--- config.mk ---
export PLATFORM = sky130hd
export DESIGN_NAME = tcam_lookup_ctrl
export DESIGN_NICKNAME = d
export VERILOG_FILES = /design/src/rtl/tcam_lookup_ctrl.sv
export SDC_FILE = /design/constraint.sdc
export NUM_CORES = 1
export LEC_CHECK = 0
export CAP_MARGIN = 20
export CORE_MARGIN = 2
export CORE_UTILIZATION = 43
export DETAILED_ROUTE_END_ITERATION = 8
export PLACE_DENSITY = 0.75
export SETUP_SLACK_MARGIN = 0.15
export SLEW_MARGIN = 40
export SYNTH_ARGS = -nofsm -noshare
export SYNTH_HDL_FRONTEND = slang
export SYNTH_SLANG_ARGS = --single-unit
--- constraint.sdc ---
create_clock -name clk -period 3 [get_ports clk]
set_input_delay 0.6 -clock clk [delete_from_list [all_inputs] [get_ports clk]]
set_output_delay 0.6 -clock clk [all_outputs]
set_load 0.005 [all_outputs]
--- src/rtl/tcam_lookup_ctrl.sv ---
// Command front-end for a 16-entry TCAM: issues writes/searches,
// filters unwritten-entry hits and queues search responses.
module tcam_lookup_ctrl #(
  parameter int DEPTH = 4
) (
  input  logic        clk,
  input  logic        reset,
  input  logic        cmd_valid,
  output logic        cmd_ready,
  input  logic        cmd_write,
  input  logic [15:0] cmd_key,
  input  logic [15:0] cmd_mask,
  input  logic [3:0]  cmd_addr,
  output logic [15:0] tcam_data,
  output logic [15:0] tcam_mask,
  output logic [3:0]  tcam_addr,
  output logic        tcam_write_readN,
  input  logic [3:0]  tcam_found_address,
  input  logic        tcam_hit,
  output logic        rsp_valid,
  input  logic        rsp_ready,
  output logic        rsp_hit,
  output logic [3:0]  rsp_addr,
  output logic [15:0] valid_map,
  output logic [7:0]  hit_count
);

  localparam int AW = $clog2(DEPTH);
  localparam int CW = AW + 1;

  logic [AW-1:0]  wptr;
  logic [AW-1:0]  rptr;
  logic [CW-1:0]  count;
  logic [CW:0]    credit;
  logic           s1;
  logic           s2;
  logic [DEPTH-1:0] fifo_hit;
  logic [3:0]     fifo_addr [DEPTH];
  logic           accept;
  logic           push;
  logic           pop;
  logic           push_hit;
  logic [3:0]     push_addr;

  // In-flight searches reserve a FIFO slot so no response can be dropped
  assign credit = {1'b0, count}
                + {{CW{1'b0}}, s1}
                + {{CW{1'b0}}, s2};
  assign cmd_ready = credit < (CW+1)'(DEPTH);
  assign accept    = cmd_valid & cmd_ready;

  assign push      = s2;
  assign pop       = rsp_valid & rsp_ready;
  assign push_hit  = tcam_hit & valid_map[tcam_found_address];
  assign push_addr = push_hit ? tcam_found_address : 4'd0;

  assign rsp_valid = count != '0;
  assign rsp_hit   = rsp_valid & fifo_hit[rptr];
  assign rsp_addr  = rsp_valid ? fifo_addr[rptr] : 4'd0;

  always_ff @(posedge clk or posedge reset) begin
    if (reset) begin
      tcam_data        <= '0;
      tcam_mask        <= '0;
      tcam_addr        <= '0;
      tcam_write_readN <= 1'b0;
      valid_map        <= '0;
      s1               <= 1'b0;
      s2               <= 1'b0;
    end else begin
      tcam_write_readN <= 1'b0;
      s1 <= accept & ~cmd_write;
      s2 <= s1;
      if (accept) begin
        tcam_data        <= cmd_key;
        tcam_write_readN <= cmd_write;
        if (cmd_write) begin
          tcam_mask           <= cmd_mask;
          tcam_addr           <= cmd_addr;
          valid_map[cmd_addr] <= 1'b1;
        end
      end
    end
  end

  always_ff @(posedge clk or posedge reset) begin
    if (reset) begin
      wptr      <= '0;
      rptr      <= '0;
      count     <= '0;
      fifo_hit  <= '0;
      hit_count <= '0;
      for (int i = 0; i < DEPTH; i++) fifo_addr[i] <= '0;
    end else begin
      if (push) begin
        fifo_hit[wptr]  <= push_hit;
        fifo_addr[wptr] <= push_addr;
        wptr            <= wptr + 1'b1;
        if (push_hit && hit_count != 8'hFF)
          hit_count <= hit_count + 8'd1;
      end
      if (pop) rptr <= rptr + 1'b1;
      unique case ({push, pop})
        2'b10:   count <= count + 1'b1;
        2'b01:   count <= count - 1'b1;
        default: count <= count;
      endcase
    end
  end

endmodule
* Yosys cells after proc, flatten, opt, wreduce, memory -nomap -nowiden
Index checks and enable logic that the tools add are counted.
Cells by class: add/subtract/negate cells 7, $lt $le $gt $ge 10, equal/unequal tests 3, muxes and demuxes 19, bitwise logic cells 9, reduce and logical (&&, ||, !) cells 8
Operators by type and width (count):
- $mux W4 | 5
- $bwmux W16 | 1
- $or A16 B16 Y16 | 1
- $lt A4 B5 Y1 const B | 2
- $add A8 B1 Y8 const B | 1
- $bmux W4 S2 | 1
- $demux W4 S2 | 1
- $ne A8 B8 Y1 const B | 1
- $ge A3 B3 Y1 const B | 2
- $lt A2 B3 Y1 const B | 2
- $not A2 Y3 | 2
- $pmux W3 S2 | 1
- $and A1 B1 Y1 | 5
- $mux W1 | 5
- $add A2 B1 Y2 const B | 2
- $add A3 B1 Y4 | 1
- $add A4 B1 Y4 | 1
- $bmux W1 S4 | 1
- $bwmux W4 | 1
- $demux W1 S4 | 1
- $ge A4 B1 Y1 const B | 1
- $logic_and A1 B1 Y1 | 4
- $lt A4 B3 Y1 const B | 1
- $reduce_and A2 Y1 | 2
- other kinds (11) | 11
Storage, ports and cells: flip-flop bits (word level) 90, input port bits 46, output and inout port bits 68, logic and storage cells 72

* Longest topological paths before layout
depth after elaboration 6, depth in mapped cells 9, mapped depth without buffers 8

* Worst setup path after synthesis
Ideal clock, no wire load.
kind register -> register, start point reg count[0], end point reg tcam_addr[2], library setup time 0.128 ns, arrival time 1.939 ns, data required time 2.872 ns, setup slack 0.933 ns, cell stages (with the launch flop) 7, buffers on the path 1, clock period less this slack 2.067 ns, cells stage by stage dfrtp_1 ha_1 a21o_1 a211oi_4 nand2_2 buf_2 mux2_1
On the way: longest elaborated chain between the ends 5
Ends and longest elaborated chain:
- start, declared | line 33 | logic [CW-1:0] count;
- start signal, assigned | line 104 | 2'b10: count <= count + 1'b1;
- start signal, assigned | line 105 | 2'b01: count <= count - 1'b1;
- start signal, assigned | line 106 | default: count <= count;
- $add A3 B1 Y4 | line 47 | + {{CW{1'b0}}, s1}
- $add A4 B1 Y4 | line 48 | + {{CW{1'b0}}, s2};
- $lt A4 B3 Y1 | line 49 | assign cmd_ready = credit < (CW+1)'(DEPTH);
- $and A1 B1 Y1 | line 50 | assign accept = cmd_valid & cmd_ready;
- $reduce_and A2 Y1 (no line)
- end signal, assigned | line 79 | tcam_addr <= cmd_addr;
- end, declared | line 16 | output logic [3:0] tcam_addr,
Every way passes these cells. A chain may end at the register's enable or synchronous reset.

* Worst setup path after layout
start point reg rptr[0], end point out rsp_addr[0]
On the way: longest elaborated chain between the ends 5
Ends and longest elaborated chain:
- start, declared | line 32 | logic [AW-1:0] rptr;
- start signal, assigned | line 102 | if (pop) rptr <= rptr + 1'b1;
- $not A2 Y3 (implied by the code) | line 59 | assign rsp_addr = rsp_valid ? fifo_addr[rptr] : 4'd0;
- $bmux W4 S2 | line 59
- $mux W4 (implied by the code) (2 in series) | line 59
- $mux W4 | line 59
- end, declared | line 23 | output logic [3:0] rsp_addr,
Every way passes these cells. The select of a mux whose other input is x is not followed.

==> impl_metrics.tcl <==
set metrics [dict create \
    post_cts_resize_count 0 \
    synth_area_leader_cell "dfrtp_1" \
    clockBufferDepth 2 \
    ys_seq_area_share_pct 56.7 \
    start_util_pct 43.6 \
    slew-limit-headroom_pct 64.3 \
    wl_per_cell_um 16.6 \
    path_clk_slew_ps 100 \
    fp.dieH_um 100 \
    cts_buffers 9 \
    critical-path-slowest-cell "dfrtp_1" \
    core_um2 9110 \
    min_to "push" \
    wl_mm 8.78 \
    track_usage_pct 18.9 \
    cp.required_ps 2400 \
    h-tree-depth 3 \
    pre_cts_ws_ps 77.7 \
    irDropWorstVdd_uv 521 \
    slew_viol_final 0 \
    r2r_cells 6 \
    yosysWarnings 0 \
    r2r-end "valid_map[13]" \
    arrival_ps 2140 \
    path_depth 3 \
    power_frac_seq_pct 41.2 \
    postCtsSetupBuffers 0 \
    io_pins 114 \
    final_cells 530 \
    hp-start "s1" \
    drive_gt1_share_pct 19.3 \
    fin_tns_setup_ps 0 \
    antenna_cells 0 \
    setup_viol 0 \
    synthFlopType "dfrtp_1" \
    antenna_found_initial 0 \
    rrSetupSlack_ps 670 \
    syn2layout_area_growth_pct 37.6 \
    dpl_cell_area_um2 5230 \
    crit_chain "mux4_2 > and2_1 > clkdlybuf4s50_1" \
    synthesis.area_per_instance_um2 13.4 \
    overflow 0 \
    worstSetupStartpointType "flop" \
    cts_tree "yes" \
    power.leakage_uw 0.00255 \
    fp-row-count 35 \
    period_needed_ps 2740 \
    whs_path_depth 0 \
    synth_area_um2 3970 \
    dpl.hpwl_mm 6.53 \
    rsz0062_at_grt "false" \
    ys_ff_latch 90 \
    holdWs_ps 378 \
    swShare_pct 29.8 \
    power_frac_comb_pct 40.1 \
    path_buf_inv 1 \
    async_flop_share_pct 100 \
    dp_cells 514 \
    synth.net_count 350 \
    drt_iter0_drc 128 \
    postCtsHoldBufs 0 \
    max_freq_ghz 0.365 \
    clk_latency_ps 360 \
    final_hold_viol_count 0 \
    dieArea_um2 10000 \
    fin_nets 468 \
    switchingPower_uw 1530 \
    synth_cells 296 \
    ant_nets 0 \
    synth.area.top_cells "dfrtp_1 57%, mux2_2 11%, mux4_2 4.0%" \
    min_period_over_period_pct 91.3 \
    hp-class "flop to flop" \
    io_buffers 113 \
    crit_path_max_incr_delay_ps 600 \
    drc 0 \
    final.fill_count 747 \
    grt_pass1_vias 2968 \
    p_int_uw 3610 \
    clkSinkCount 90 \
    gp_congestion 0.797 \
    grt_first_pass_wirelength_mm 14.7 \
    synth_edf_count 0 \
    critPathKind "flop to output pin" \
    p_clk_share_pct 18.6 \
    num_vias 2783 \
    cp-end-kind "output pin" \
    cp_max_fo 7 \
    maxCapViolations 0 \
    yosysUniqueCellTypes 36 \
    firstDrtPassIters 4 \
    tightest_slew_ps 535 \
    synth_top_cell_area_share_pct 56.7 \
    clock_skew_ps 10.4 \
    stdcell_area_um2 5460 \
    vias_per_cell 5.25 \
    reg2reg_from "count[0]" \
    status "finished, final reports clean" \
    power_density_nw_per_um2 941 \
    grt_start_max_net_pins 40 \
    finalWorstSetupSlack_ps 262 \
    chipWidth_um 100 \
    root_buffer "clkbuf_8" \
    path_delay_family "flip-flops" \
]
-- cell type report --
type	count	area, um^2	share of cell area, %
clock inverter	6	93.8	1.72
timing repair buffer	120	1200	21.9
sequential	90	2250	41.2
multi-input combinational	181	1590	29.2
tap	111	139	2.54
inverter	12	48.8	0.893
clock buffer	10	138	2.52
-- metrics by stage --
stage	util [%]	power [uW]
floorplan	-	3040
global placement	57.4	4160
detailed placement	57.4	4230
CTS	60.0	5200
global route	60.0	5470
finish	60.0	5140
-- state kept, by name, summed over array words and instances, names as in the netlist --
register / cells
push: 1
s1: 1
tcam_mask: 16
valid_map: 16
wptr: 2
hit_count: 8
tcam_write_readN: 1
tcam_addr: 4
fifo_hit: 4
tcam_data: 16
fifo_addr: 16
rptr: 2
count: 3
-- synthesized netlist by cell type (2+ instances only) --
library cell and count:
a211oi_1 4, a21o_1 17, a21oi_1 7, a2bb2oi_2 2, a31o_2 4, a41o_1 8
and2_1 14, and3_1 2, buf_1 2, buf_2 5, buf_6 3, clkbuf_1 3
dfrtp_1 90, ha_1 7, inv_1 12, mux2_2 38, mux2i_1 6, mux4_2 7
nand2_1 19, nand2_2 2, nand3_1 5, nor2_1 6, nor2b_1 4, nor3_1 2
o21ai_0 6, xnor2_1 2, xor2_1 10
-- power by group through the flow --
stage          combinational [uW]  sequential (uW)  clock, uW
2_1_floorplan                 978             2070          0
3_3_place_gp                 2030             2130          0
3_5_place_dp                 2080             2150          0
4_1_cts                      2100             2130        978
5_1_grt                      2250             2200       1030
6_report                     2060             2120        957
-- how the worst max path moves through the flow --
stage,endpoint,start,slack [ps]
after floorplan,tcam_addr[2],count[0],930
after global placement,fifo_hit[0],tcam_found_address[0],170
after detailed placement,fifo_hit[0],tcam_found_address[0],80
after CTS,rsp_addr[0],rptr[0],220
after global routing,rsp_addr[0],rptr[0],170
final,rsp_addr[0],rptr[0],260
-- layout by cell type (no fill, tap or decap) --
cell type,count
a211oi_1,4
a41o_1,8
a21o_1,17
a2bb2oi_2,2
and4_1,1
clkinvlp_4,2
buf_12,1
inv_6,3
inv_1,11
nand2_1,19
mux4_2,7
ha_1,7
fa_1,1
nand3_1,5
a31o_2,4
mux2i_1,6
buf_4,6
bufinv_16,2
a211oi_2,1
xor2_1,10
nand4_4,1
xnor2_1,2
o21ai_0,6
nand4b_2,1
clkbuf_8,10
nand4_1,1
clkdlybuf4s50_1,113
or3_1,1
dfrtp_1,90
and3_1,2
nor2_1,6
nand2_2,2
a211oi_4,1
nor3_1,2
nor2b_1,4
mux2_1,1
and2_1,14
a21oi_1,7
mux2_2,38
-- metal layers --
layer  routed length, um  track usage [%]
met3                 840             7.03
met1                3670             24.0
met2                4140             29.7
met5                   0                0
met4                 133             7.59
-- worst reg2reg max path: cells and delay by family, from the launching register on --
kind / cells / cell delay [ps]
AOI/OAI and AO/OA: 3 / 930
DFF: 1 / 430
adders and majority gates: 1 / 300
and+or+nand+nor: 2 / 610
-- kinds of logic after synthesis --
logic type               Yosys count  share of synthesized area, %
AO/OA/AOI/OAI                     50                          10.1
XOR/XNOR                          12                          2.65
adder cells (fa/ha/maj)            8                          2.71
buffers and inverters             25                          3.09
flip-flops                        90                          56.7
multiplexers                      52                          16.6
AND/OR/NAND/NOR                   59                          8.16
No activity file was read; power rests on OpenSTA's default activity.
